--- src/rtl/pixel_shift_sequencer_if.sv ---
// Handshake and write-port bundle for pixel_shift_sequencer.
//   start, abort       : frame control from the host
//   sensor_valid/ready : sample handshake with the sensor stream
//   out_we/out_x/out_y : write strobe and coordinate into the 1920x1080 luminance store
//   phase              : current half-pixel shift (bit0 horizontal, bit1 vertical)
//   line_start         : marks the write of the first sample of each sensor line
//   busy, frame_done   : sequencer status
// master = host/sensor/store side, slave = sequencer side.
interface pixel_shift_sequencer_if;
  logic        start;
  logic        abort;
  logic        sensor_valid;
  logic        sensor_ready;
  logic        out_we;
  logic [10:0] out_x;
  logic [10:0] out_y;
  logic [1:0]  phase;
  logic        line_start;
  logic        busy;
  logic        frame_done;

  modport master (
    output start, abort, sensor_valid,
    input  sensor_ready, out_we, out_x, out_y, phase, line_start, busy, frame_done
  );

  modport slave (
    input  start, abort, sensor_valid,
    output sensor_ready, out_we, out_x, out_y, phase, line_start, busy, frame_done
  );
endinterface

--- src/rtl/pixel_shift_sequencer.sv ---
// Four-phase pixel-shift sequencer: builds a 2x-resolution luminance frame from four
// half-pixel-shifted sensor passes. Each accepted sensor sample (sx, sy) of phase p is
// written one cycle later to (2*sx + p[0], 2*sy + p[1]).
// Ports:
//   clk : sole clock, rising edge
//   rst : synchronous active-low reset
//   sif : pixel_shift_sequencer_if.slave (start/abort, sensor handshake, store writes, status)
module pixel_shift_sequencer #(
  parameter int unsigned SENSOR_WIDTH  = 960,
  parameter int unsigned SENSOR_HEIGHT = 540,
  parameter int unsigned HBLANK        = 16
) (
  input logic                    clk,
  input logic                    rst,
  pixel_shift_sequencer_if.slave sif
);

  typedef enum logic [1:0] {StIdle, StActive, StHblank, StDone} state_e;

  localparam logic [10:0] XLast     = 11'(SENSOR_WIDTH - 1);
  localparam logic [10:0] YLast     = 11'(SENSOR_HEIGHT - 1);
  localparam logic [7:0]  BlankLast = 8'(HBLANK - 1);

  state_e      state_q, state_d;
  logic [10:0] sx_q, sx_d;
  logic [10:0] sy_q, sy_d;
  logic [1:0]  phase_q, phase_d;
  logic [7:0]  blank_q, blank_d;
  logic [10:0] out_x_q, out_x_d;
  logic [10:0] out_y_q, out_y_d;
  logic        out_we_q, out_we_d;
  logic        line_start_q, line_start_d;
  logic        ready_q, busy_q, done_q;
  logic        accept;

  // ready_q is kept equal to (state_q == StActive), so it alone qualifies the handshake.
  assign accept = ready_q & sif.sensor_valid;

  always_comb begin
    state_d      = state_q;
    sx_d         = sx_q;
    sy_d         = sy_q;
    phase_d      = phase_q;
    blank_d      = blank_q;
    out_x_d      = out_x_q;
    out_y_d      = out_y_q;
    out_we_d     = 1'b0;
    line_start_d = 1'b0;

    // Abort wins over everything, including a same-cycle start or acceptance.
    if (sif.abort) begin
      state_d = StIdle;
      sx_d    = '0;
      sy_d    = '0;
      phase_d = '0;
      blank_d = '0;
    end else begin
      unique case (state_q)
        StIdle: begin
          if (sif.start) begin
            state_d = StActive;
            sx_d    = '0;
            sy_d    = '0;
            phase_d = '0;
          end
        end
        StActive: begin
          if (accept) begin
            out_we_d     = 1'b1;
            line_start_d = (sx_q == '0);
            out_x_d      = {sx_q[9:0], phase_q[0]};
            out_y_d      = {sy_q[9:0], phase_q[1]};
            if (sx_q == XLast) begin
              sx_d    = '0;
              blank_d = '0;
              state_d = StHblank;
            end else begin
              sx_d = sx_q + 11'd1;
            end
          end
        end
        StHblank: begin
          if (blank_q == BlankLast) begin
            blank_d = '0;
            if (sy_q != YLast) begin
              sy_d    = sy_q + 11'd1;
              state_d = StActive;
            end else if (phase_q != 2'd3) begin
              sy_d    = '0;
              phase_d = phase_q + 2'd1;
              state_d = StActive;
            end else begin
              state_d = StDone;
            end
          end else begin
            blank_d = blank_q + 8'd1;
          end
        end
        StDone: begin
          state_d = StIdle;
          sy_d    = '0;
          phase_d = '0;
        end
        default: state_d = StIdle;
      endcase
    end
  end

  always_ff @(posedge clk) begin
    if (!rst) begin
      state_q      <= StIdle;
      sx_q         <= '0;
      sy_q         <= '0;
      phase_q      <= '0;
      blank_q      <= '0;
      out_x_q      <= '0;
      out_y_q      <= '0;
      out_we_q     <= 1'b0;
      line_start_q <= 1'b0;
      ready_q      <= 1'b0;
      busy_q       <= 1'b0;
      done_q       <= 1'b0;
    end else begin
      state_q      <= state_d;
      sx_q         <= sx_d;
      sy_q         <= sy_d;
      phase_q      <= phase_d;
      blank_q      <= blank_d;
      out_x_q      <= out_x_d;
      out_y_q      <= out_y_d;
      out_we_q     <= out_we_d;
      line_start_q <= line_start_d;
      ready_q      <= (state_d == StActive);
      busy_q       <= (state_d != StIdle);
      done_q       <= (state_d == StDone);
    end
  end

  assign sif.sensor_ready = ready_q;
  assign sif.out_we       = out_we_q;
  assign sif.out_x        = out_x_q;
  assign sif.out_y        = out_y_q;
  assign sif.phase        = phase_q;
  assign sif.line_start   = line_start_q;
  assign sif.busy         = busy_q;
  assign sif.frame_done   = done_q;

endmodule

--- src/flat_wrapper.sv ---
// flat-port wrapper written by rule: the top's interface ports become plain ports
module pixel_shift_sequencer_flat 
#(
  parameter int unsigned SENSOR_WIDTH  = 960,
  parameter int unsigned SENSOR_HEIGHT = 540,
  parameter int unsigned HBLANK        = 16
)
  (clk, rst, sif_start, sif_abort, sif_sensor_valid, sif_sensor_ready, sif_out_we, sif_out_x, sif_out_y, sif_phase, sif_line_start, sif_busy, sif_frame_done);
  pixel_shift_sequencer_if sif_i ();
  input logic clk;
  input logic rst;
  input wire logic [$bits(sif_i.start)-1:0] sif_start;
  input wire logic [$bits(sif_i.abort)-1:0] sif_abort;
  input wire logic [$bits(sif_i.sensor_valid)-1:0] sif_sensor_valid;
  output wire logic [$bits(sif_i.sensor_ready)-1:0] sif_sensor_ready;
  output wire logic [$bits(sif_i.out_we)-1:0] sif_out_we;
  output wire logic [$bits(sif_i.out_x)-1:0] sif_out_x;
  output wire logic [$bits(sif_i.out_y)-1:0] sif_out_y;
  output wire logic [$bits(sif_i.phase)-1:0] sif_phase;
  output wire logic [$bits(sif_i.line_start)-1:0] sif_line_start;
  output wire logic [$bits(sif_i.busy)-1:0] sif_busy;
  output wire logic [$bits(sif_i.frame_done)-1:0] sif_frame_done;
  assign sif_i.start = sif_start;
  assign sif_i.abort = sif_abort;
  assign sif_i.sensor_valid = sif_sensor_valid;
  assign sif_sensor_ready = sif_i.sensor_ready;
  assign sif_out_we = sif_i.out_we;
  assign sif_out_x = sif_i.out_x;
  assign sif_out_y = sif_i.out_y;
  assign sif_phase = sif_i.phase;
  assign sif_line_start = sif_i.line_start;
  assign sif_busy = sif_i.busy;
  assign sif_frame_done = sif_i.frame_done;
  pixel_shift_sequencer #(.SENSOR_WIDTH(SENSOR_WIDTH), .SENSOR_HEIGHT(SENSOR_HEIGHT), .HBLANK(HBLANK)) u_core (.clk(clk), .rst(rst), .sif(sif_i));
endmodule
--- config.mk ---
export PLATFORM = sky130hd
export DESIGN_NAME = pixel_shift_sequencer_flat
export DESIGN_NICKNAME = d
export VERILOG_FILES = /design/src/rtl/pixel_shift_sequencer_if.sv /design/src/rtl/pixel_shift_sequencer.sv /design/src/flat_wrapper.sv
export SDC_FILE = /design/constraint.sdc
export NUM_CORES = 1
export LEC_CHECK = 0
export ABC_AREA = 1
export CELL_PAD_IN_SITES_DETAIL_PLACEMENT = 0
export CELL_PAD_IN_SITES_GLOBAL_PLACEMENT = 1
export CORE_MARGIN = 2
export CORE_UTILIZATION = 40
export DETAILED_ROUTE_END_ITERATION = 10
export GPL_ROUTABILITY_DRIVEN = 0
export PLACE_DENSITY = 0.86
export SLEW_MARGIN = 30
export SYNTH_ARGS = -nofsm -noshare
export SYNTH_HDL_FRONTEND = slang
export SYNTH_SLANG_ARGS = --single-unit
--- constraint.sdc ---
create_clock -name clk -period 1.75 [get_ports clk]
set_input_delay 0.525 -clock clk [delete_from_list [all_inputs] [get_ports clk]]
set_output_delay 0.525 -clock clk [all_outputs]
set_load 0.02 [all_outputs]
==> summary.txt, run 1 <==
Status: completed
Fin util: 0.5279
DRT iter0 DRCs: 186
CTS tree: done
R2R Setup Slk: 0.14 ns
#FFs+latches synth: 61
Post-Synth Simple-Gate Area: 0.2986
Power per cell area: 824.6 nW/µm²
Fraction of synthesized cell area in xor and xnor cells: 0.02584
Largest net degree at the start of global routing: 43
Mapped Cells: 414
Ant. Diodes: 0
Peak supply drop: 0.5080 mV
GRT Total Usage: 0.1840
Relative slew slack: 0.7217
Area occupied by multi-input gates: 1579 µm²
Register area share after synthesis: 0.4003
Kind of critical path: reg2out
CTS Root Cell: clkbuf_8
Syn_nets: 427
Worst Setup Start Kind: register
Vias per cell: 5.018
DRT antenna net count: 0
Placed Area: 3623 µm²
# IOs: 34
Die extent in y: 91.33 µm
# hold bufs at CTS: 0
Initial antenna violation count: 0
Hold crit path type: reg2reg
Crit path capture type: output port
Grt ovf: 0
Share of cells above drive strength 1: 0.1720
CP max stage cell: dfxtp_1
Worst-path clk slew: 0.06 ns
TritonRoute pass-1 iters: 5
Hpwl dp: 5.407 mm
Initial Util: 0.4161
Fmax: 612.5 MHz
Slew Viols, Final: 0
Post-synthesis cell type count: 39
Core Region: 7331 µm²
Fin nets: 480
Clock H-tree levels: 3
CTS Buffer Depth: 2
Setup TNS: 0 ns
Routed wire per std cell: 12.67 µm
GR Util met1: 0.2337
Clk_lat worst skew: 0.34 ns
Multiplexer share of the synthesized area: 0
CP max stage delay: 0.41 ns
Vias in the first global route: 2628
I/O Buffers: 33
Adder-cell share of the synthesized area: 0.03281
Row count: 31
Overall power: 3.191 mW
Synth Area in Compound Gates: 0.1481
Cell area after layout: 3870 µm²
Worst Tran Pin Value: 0.4136 ns
Warnings from Yosys: 0
Crit share post-route: 0.9329
Synth-to-layout area growth: 26.87%
CP arrival: 1.11 ns
Crit-path cells: dlygate4sd2_1
Fill count: 731
Final hold violation count: 0
Register area: 1226 µm²
WL final: 7.220 mm
CP top delay family: flip-flops
Post-Place Cells: 554
Chip Width: 91.33 µm
Clock Sinks: 61
Most crowded layer after global routing: met2
Max-cap violations: 0
Hold WS: 0.4889 ns
Die area: 8340 µm²
Cell Area, Synth: 3050 µm²
Met3 Usage GRT: 0.05726
Layout Cells excl Fill: 570
Post-Syn Area per Cell: 7.368 µm²
Met2 Resource Use GR: 0.2926
Fin crit period: 1.633 ns
Final Setup Violations: 0
Worst Path Buf+Inv: 1
Global-route wire length before repair: 12.16 mm
CP max FO: 4
Largest family of logic cells by synthesized area: simple AND/OR/NAND/NOR gates
Most frequent cells in the layout: nand2_1, dfxtp_1, inv_1
Setup slack at placement: -0.2360 ns
Remaining DRCs: 0
Worst EP required: 1.22 ns
Leakage: 1.668 nW
Commonest non-fill, non-tap cell in the layout: nand2_1
Num CTS Buffers: 9
Total number of vias: 2860
Clk_skew: 0.008620 ns
Final setup margin: 0.1174 ns
## Yosys cell counts
master	count	area share
inv_1	46	0.057
nand3_1	25	0.041
nand3_2	6	0.020
inv_4	2	0.0041
o21ai_1	2	0.0033
o21a_1	1	0.0025
xor2_1	9	0.026
nor3_4	1	0.0053
ha_1	8	0.033
nor2_1	39	0.048
clkinv_1	2	0.0025
o21ai_2	1	0.0029
o211a_1	1	0.0033
dfxtp_1	61	0.40
or2_1	1	0.0021
inv_2	5	0.0062
a21oi_2	4	0.011
buf_2	6	0.0098
nand2_1	79	0.097
clkbuf_2	1	0.0016
nand2_4	4	0.015
a211oi_1	1	0.0025
nor4_1	2	0.0041
o21ai_4	1	0.0053
nand2_2	1	0.0021
clkbuf_1	3	0.0037
nand3b_2	1	0.0037
nor2_2	3	0.0062
buf_4	2	0.0049
nand4_1	8	0.016
nor3_1	14	0.023
a21oi_1	39	0.064
nor3b_1	1	0.0025
nand3_4	1	0.0057
nor2_4	1	0.0037
buf_8	1	0.0049
a21oi_4	1	0.0053
o21ai_0	29	0.048
nor3_2	1	0.0033
## layout make-up
type,count,area share
inverter,55,0.05464
sequential,61,0.3168
multi-input combinational,285,0.4080
clock inverter,3,0.01746
clock buffer,12,0.04268
tap,99,0.03201
timing repair buffer,55,0.1284
## routing by layer
| metal | vias up | share of wire |
|---|---|---|
| met2 | 90 | 0.45 |
| met4 | 0 | 0.022 |
| met3 | 15 | 0.058 |
| met5 | - | 0 |
| li1 | 1451 | - |
| met1 | 1304 | 0.47 |
## timing repair
| action | in CTS | in global routing |
|---|---|---|
| buffers inserted | 0 | 1 |
| setup endpoints to repair | 29 | 26 |
| pin swaps | 0 | 1 |
| resized for setup | 29 | 13 |
## sequential cells by signal, summed over array words and instances (netlist names)
name                     count
u_core.blank_q               8
u_core.sif.busy              1
u_core.sif.frame_done        1
u_core.sif.line_start        1
u_core.sif.out_we            1
u_core.sif.out_x            11
u_core.sif.out_y            11
u_core.sif.phase             2
u_core.sif.sensor_ready      1
u_core.state_q               2
u_core.sx_q                 11
u_core.sy_q                 11
## path summary, 6_finish.rpt
path / startpoint / depth (start not counted) / end
worst max-delay path: u_core.sif.phase[1] / 1 / sif_phase[1]
worst min-delay path: u_core.blank_q[0] / 2 / u_core.blank_q[0]
worst max register to register: u_core.state_q[1] / 10 / u_core.sx_q[9]
worst min register to register: u_core.blank_q[0] / 2 / u_core.blank_q[0]
## cell families (layout without fill, tap and decap cells)
| group | Yosys count | count (layout) |
|---|---|---|
| AO/OA/AOI/OAI | 80 | 80 |
| XOR/XNOR | 9 | 9 |
| adder cells (fa/ha/maj) | 8 | 8 |
| buffers and inverters | 68 | 125 |
| flip-flops | 61 | 61 |
| AND/OR/NAND/NOR | 188 | 188 |
## where the power goes
group | leakage, nW | switching, mW | internal [mW]
clock | 0.115 | 0.558 | 0.911
combinational | 1.06 | 0.180 | 0.127
sequential | 0.494 | 0.0116 | 1.40
total | 1.67 | 0.749 | 2.44
No activity file was read; power rests on OpenSTA's default activity.
==> inputs of run 2 (changes only) <==
Settings changed: CAP_MARGIN set to 0.
==> results of run 2 <==
No change in the layout: final DEF, timing and power equal those of run 1.
==> inputs of run 3 (changes only) <==
--- a/config.mk
+++ b/config.mk
@@ -12,4 +12,5 @@
 export CORE_MARGIN = 2
 export CORE_UTILIZATION = 40
+export CTS_BUF_LIST = sky130_fd_sc_hd__clkbuf_16
 export DETAILED_ROUTE_END_ITERATION = 10
 export GPL_ROUTABILITY_DRIVEN = 0
==> constraint.sdc (replaced) <==
create_clock -name clk -period 1.75 [get_ports clk]
set_input_delay 0.35 -clock clk [delete_from_list [all_inputs] [get_ports clk]]
set_output_delay 0.35 -clock clk [all_outputs]
set_load 0.02 [all_outputs]
==> run 3 against run 2 <==
- clock-buffer cell count is 3 lower
- flip-flop and latch count stayed put
- first-iteration DRC count is 34% lower
- via count is 3.2% lower
- core utilization is 1.3 points higher
- worst hold slack better by 0.00076 ns
- non-clock buffer count is 3 lower
- final cell count is 0.35% lower
- critical path type unchanged
- critical endpoint is now sif_out_x[7]
- total power is 13% higher
- design area is 2.4% higher
==> summary.txt, run 3 (synthesized netlist as in run 1, its figures left out) <==
Status: completed
Remaining DRCs: 0
Clock H-tree levels: 3
Grt ovf: 0
Leakage: 1.589 nW
Crit path capture type: output port
Worst Path Buf+Inv: 1
CTS Root Cell: clkbuf_16
Ant. Diodes: 0
Routed wire per std cell: 12.44 µm
# IOs: 34
Fill count: 719
CP arrival: 1.28 ns
Synth-to-layout area growth: 29.94%
Chip Width: 91.33 µm
Relative slew slack: 0.7219
Initial antenna violation count: 0
Total number of vias: 2769
Worst Setup Start Kind: register
Largest net degree at the start of global routing: 43
Overall power: 3.598 mW
Crit-path cells: clkdlybuf4s50_1
CP max stage cell: clkdlybuf4s50_1
Power per cell area: 907.7 nW/µm²
Initial Util: 0.4161
Vias per cell: 4.875
Layout Cells excl Fill: 568
# hold bufs at CTS: 0
Clock power share: 0.520
Hold Path Stages: 2
Fmax: 613.0 MHz
Clk_lat worst skew: 0.33 ns
Die extent in y: 91.33 µm
Global-route wire length before repair: 12.37 mm
Sequential Power Share: 0.394
Num CTS Buffers: 9
Share of cells above drive strength 1: 0.1578
Commonest non-fill, non-tap cell in the layout: nand2_1
Part of the power in combinational logic: 0.086
Area occupied by multi-input gates: 1574 µm²
CP top delay family: buffers and inverters
Most frequent cells in the layout: nand2_1, dfxtp_1, inv_1
Post-Place Cells: 552
Crit share post-route: 0.9321
NetSw: 0.8265 mW
DRT antenna net count: 0
RSZ-0062 raised after global routing: false
Fin nets: 477
Core Region: 7331 µm²
Crit. path cell count: 1
Int Power: 2.772 mW
FF-to-FF path depth: 11
Row count: 31
Die area: 8340 µm²
Worst EP required: 1.40 ns
Sw Ratio: 0.2297
Clock Sinks: 61
Vias in the first global route: 2665
Peak supply drop: 0.5144 mV
Setup slack at placement: -0.06292 ns
GRT Total Usage: 0.1871
Clk_skew: 0.006046 ns
Max-cap violations: 0
Worst Tran Pin Value: 0.4133 ns
DRT iter0 DRCs: 122
I/O Buffers: 33
Final hold violation count: 0
CP max stage delay: 0.61 ns
CP max FO: 2
Kind of critical path: reg2out
Fin crit period: 1.631 ns
Worst-path clk slew: 0.05 ns
CTS tree: done
Final Setup Violations: 0
WL final: 7.065 mm
Slew Viols, Final: 0
Register area: 1222 µm²
CTS Buffer Depth: 2
Hold crit path type: reg2reg
Final setup margin: 0.1188 ns
TritonRoute pass-1 iters: 4
Hpwl dp: 5.221 mm
-- run 3: repair_timing --
| action | in CTS | in global routing |
|---|---|---|
| setup buffers | 0 | 0 |
| resized for setup | 0 | 12 |
| setup endpoints to repair | 0 | 30 |
-- run 3: through the flow --
stage | hold WS [ns] | TNS, ns | util | cell area (µm²)
2_1_floorplan | 0.4503 | 0 | - | 3050
3_3_place_gp | 0.4697 | -0.06198 | 0.4922 | 3608
3_5_place_dp | 0.4764 | -0.3882 | 0.4922 | 3608
4_1_cts | 0.4853 | 0 | 0.5354 | 3925
5_1_grt | 0.5099 | 0 | 0.5407 | 3964
6_report | 0.4897 | 0 | 0.5407 | 3964
-- run 3: per-layer routing --
metal | routed length [µm] | share of wire | vias up | global-route usage
met2 | 3169 | 0.45 | 72 | 0.2920
met5 | 0 | 0 | - | 0
met1 | 3438 | 0.49 | 1240 | 0.2443
li1 | - | - | 1447 | -
met4 | 123 | 0.017 | 0 | 0.07071
met3 | 334 | 0.047 | 10 | 0.05477
-- run 3: cell type report --
cell class | instances | share of cell area
Multi-Input combinational cell | 285 | 0.3971
Sequential cell | 61 | 0.3084
Timing Repair Buffer | 52 | 0.1301
Clock buffer | 9 | 0.05682
Inverter | 55 | 0.05335
Tap cell | 99 | 0.03125
Clock inverter | 7 | 0.02304
-- run 3: path summary, 6_finish.rpt --
kind	from	endpoint	slack (ns)
max	u_core.sif.out_x[7]	sif_out_x[7]	0.12
min	u_core.blank_q[0]	u_core.blank_q[0]	0.49
max reg2reg	u_core.state_q[0]	u_core.sif.phase[1]	0.16
min reg2reg	u_core.blank_q[0]	u_core.blank_q[0]	0.49
-- run 3: power by group through the flow --
| stage | combinational [mW] | clock, mW | sequential (mW) |
|---|---|---|---|
| 2_1_floorplan | 0.174 | 0 | 1.46 |
| 3_3_place_gp | 0.296 | 0 | 1.45 |
| 3_5_place_dp | 0.297 | 0 | 1.45 |
| 4_1_cts | 0.300 | 1.92 | 1.42 |
| 5_1_grt | 0.342 | 1.99 | 1.42 |
| 6_report | 0.309 | 1.87 | 1.42 |
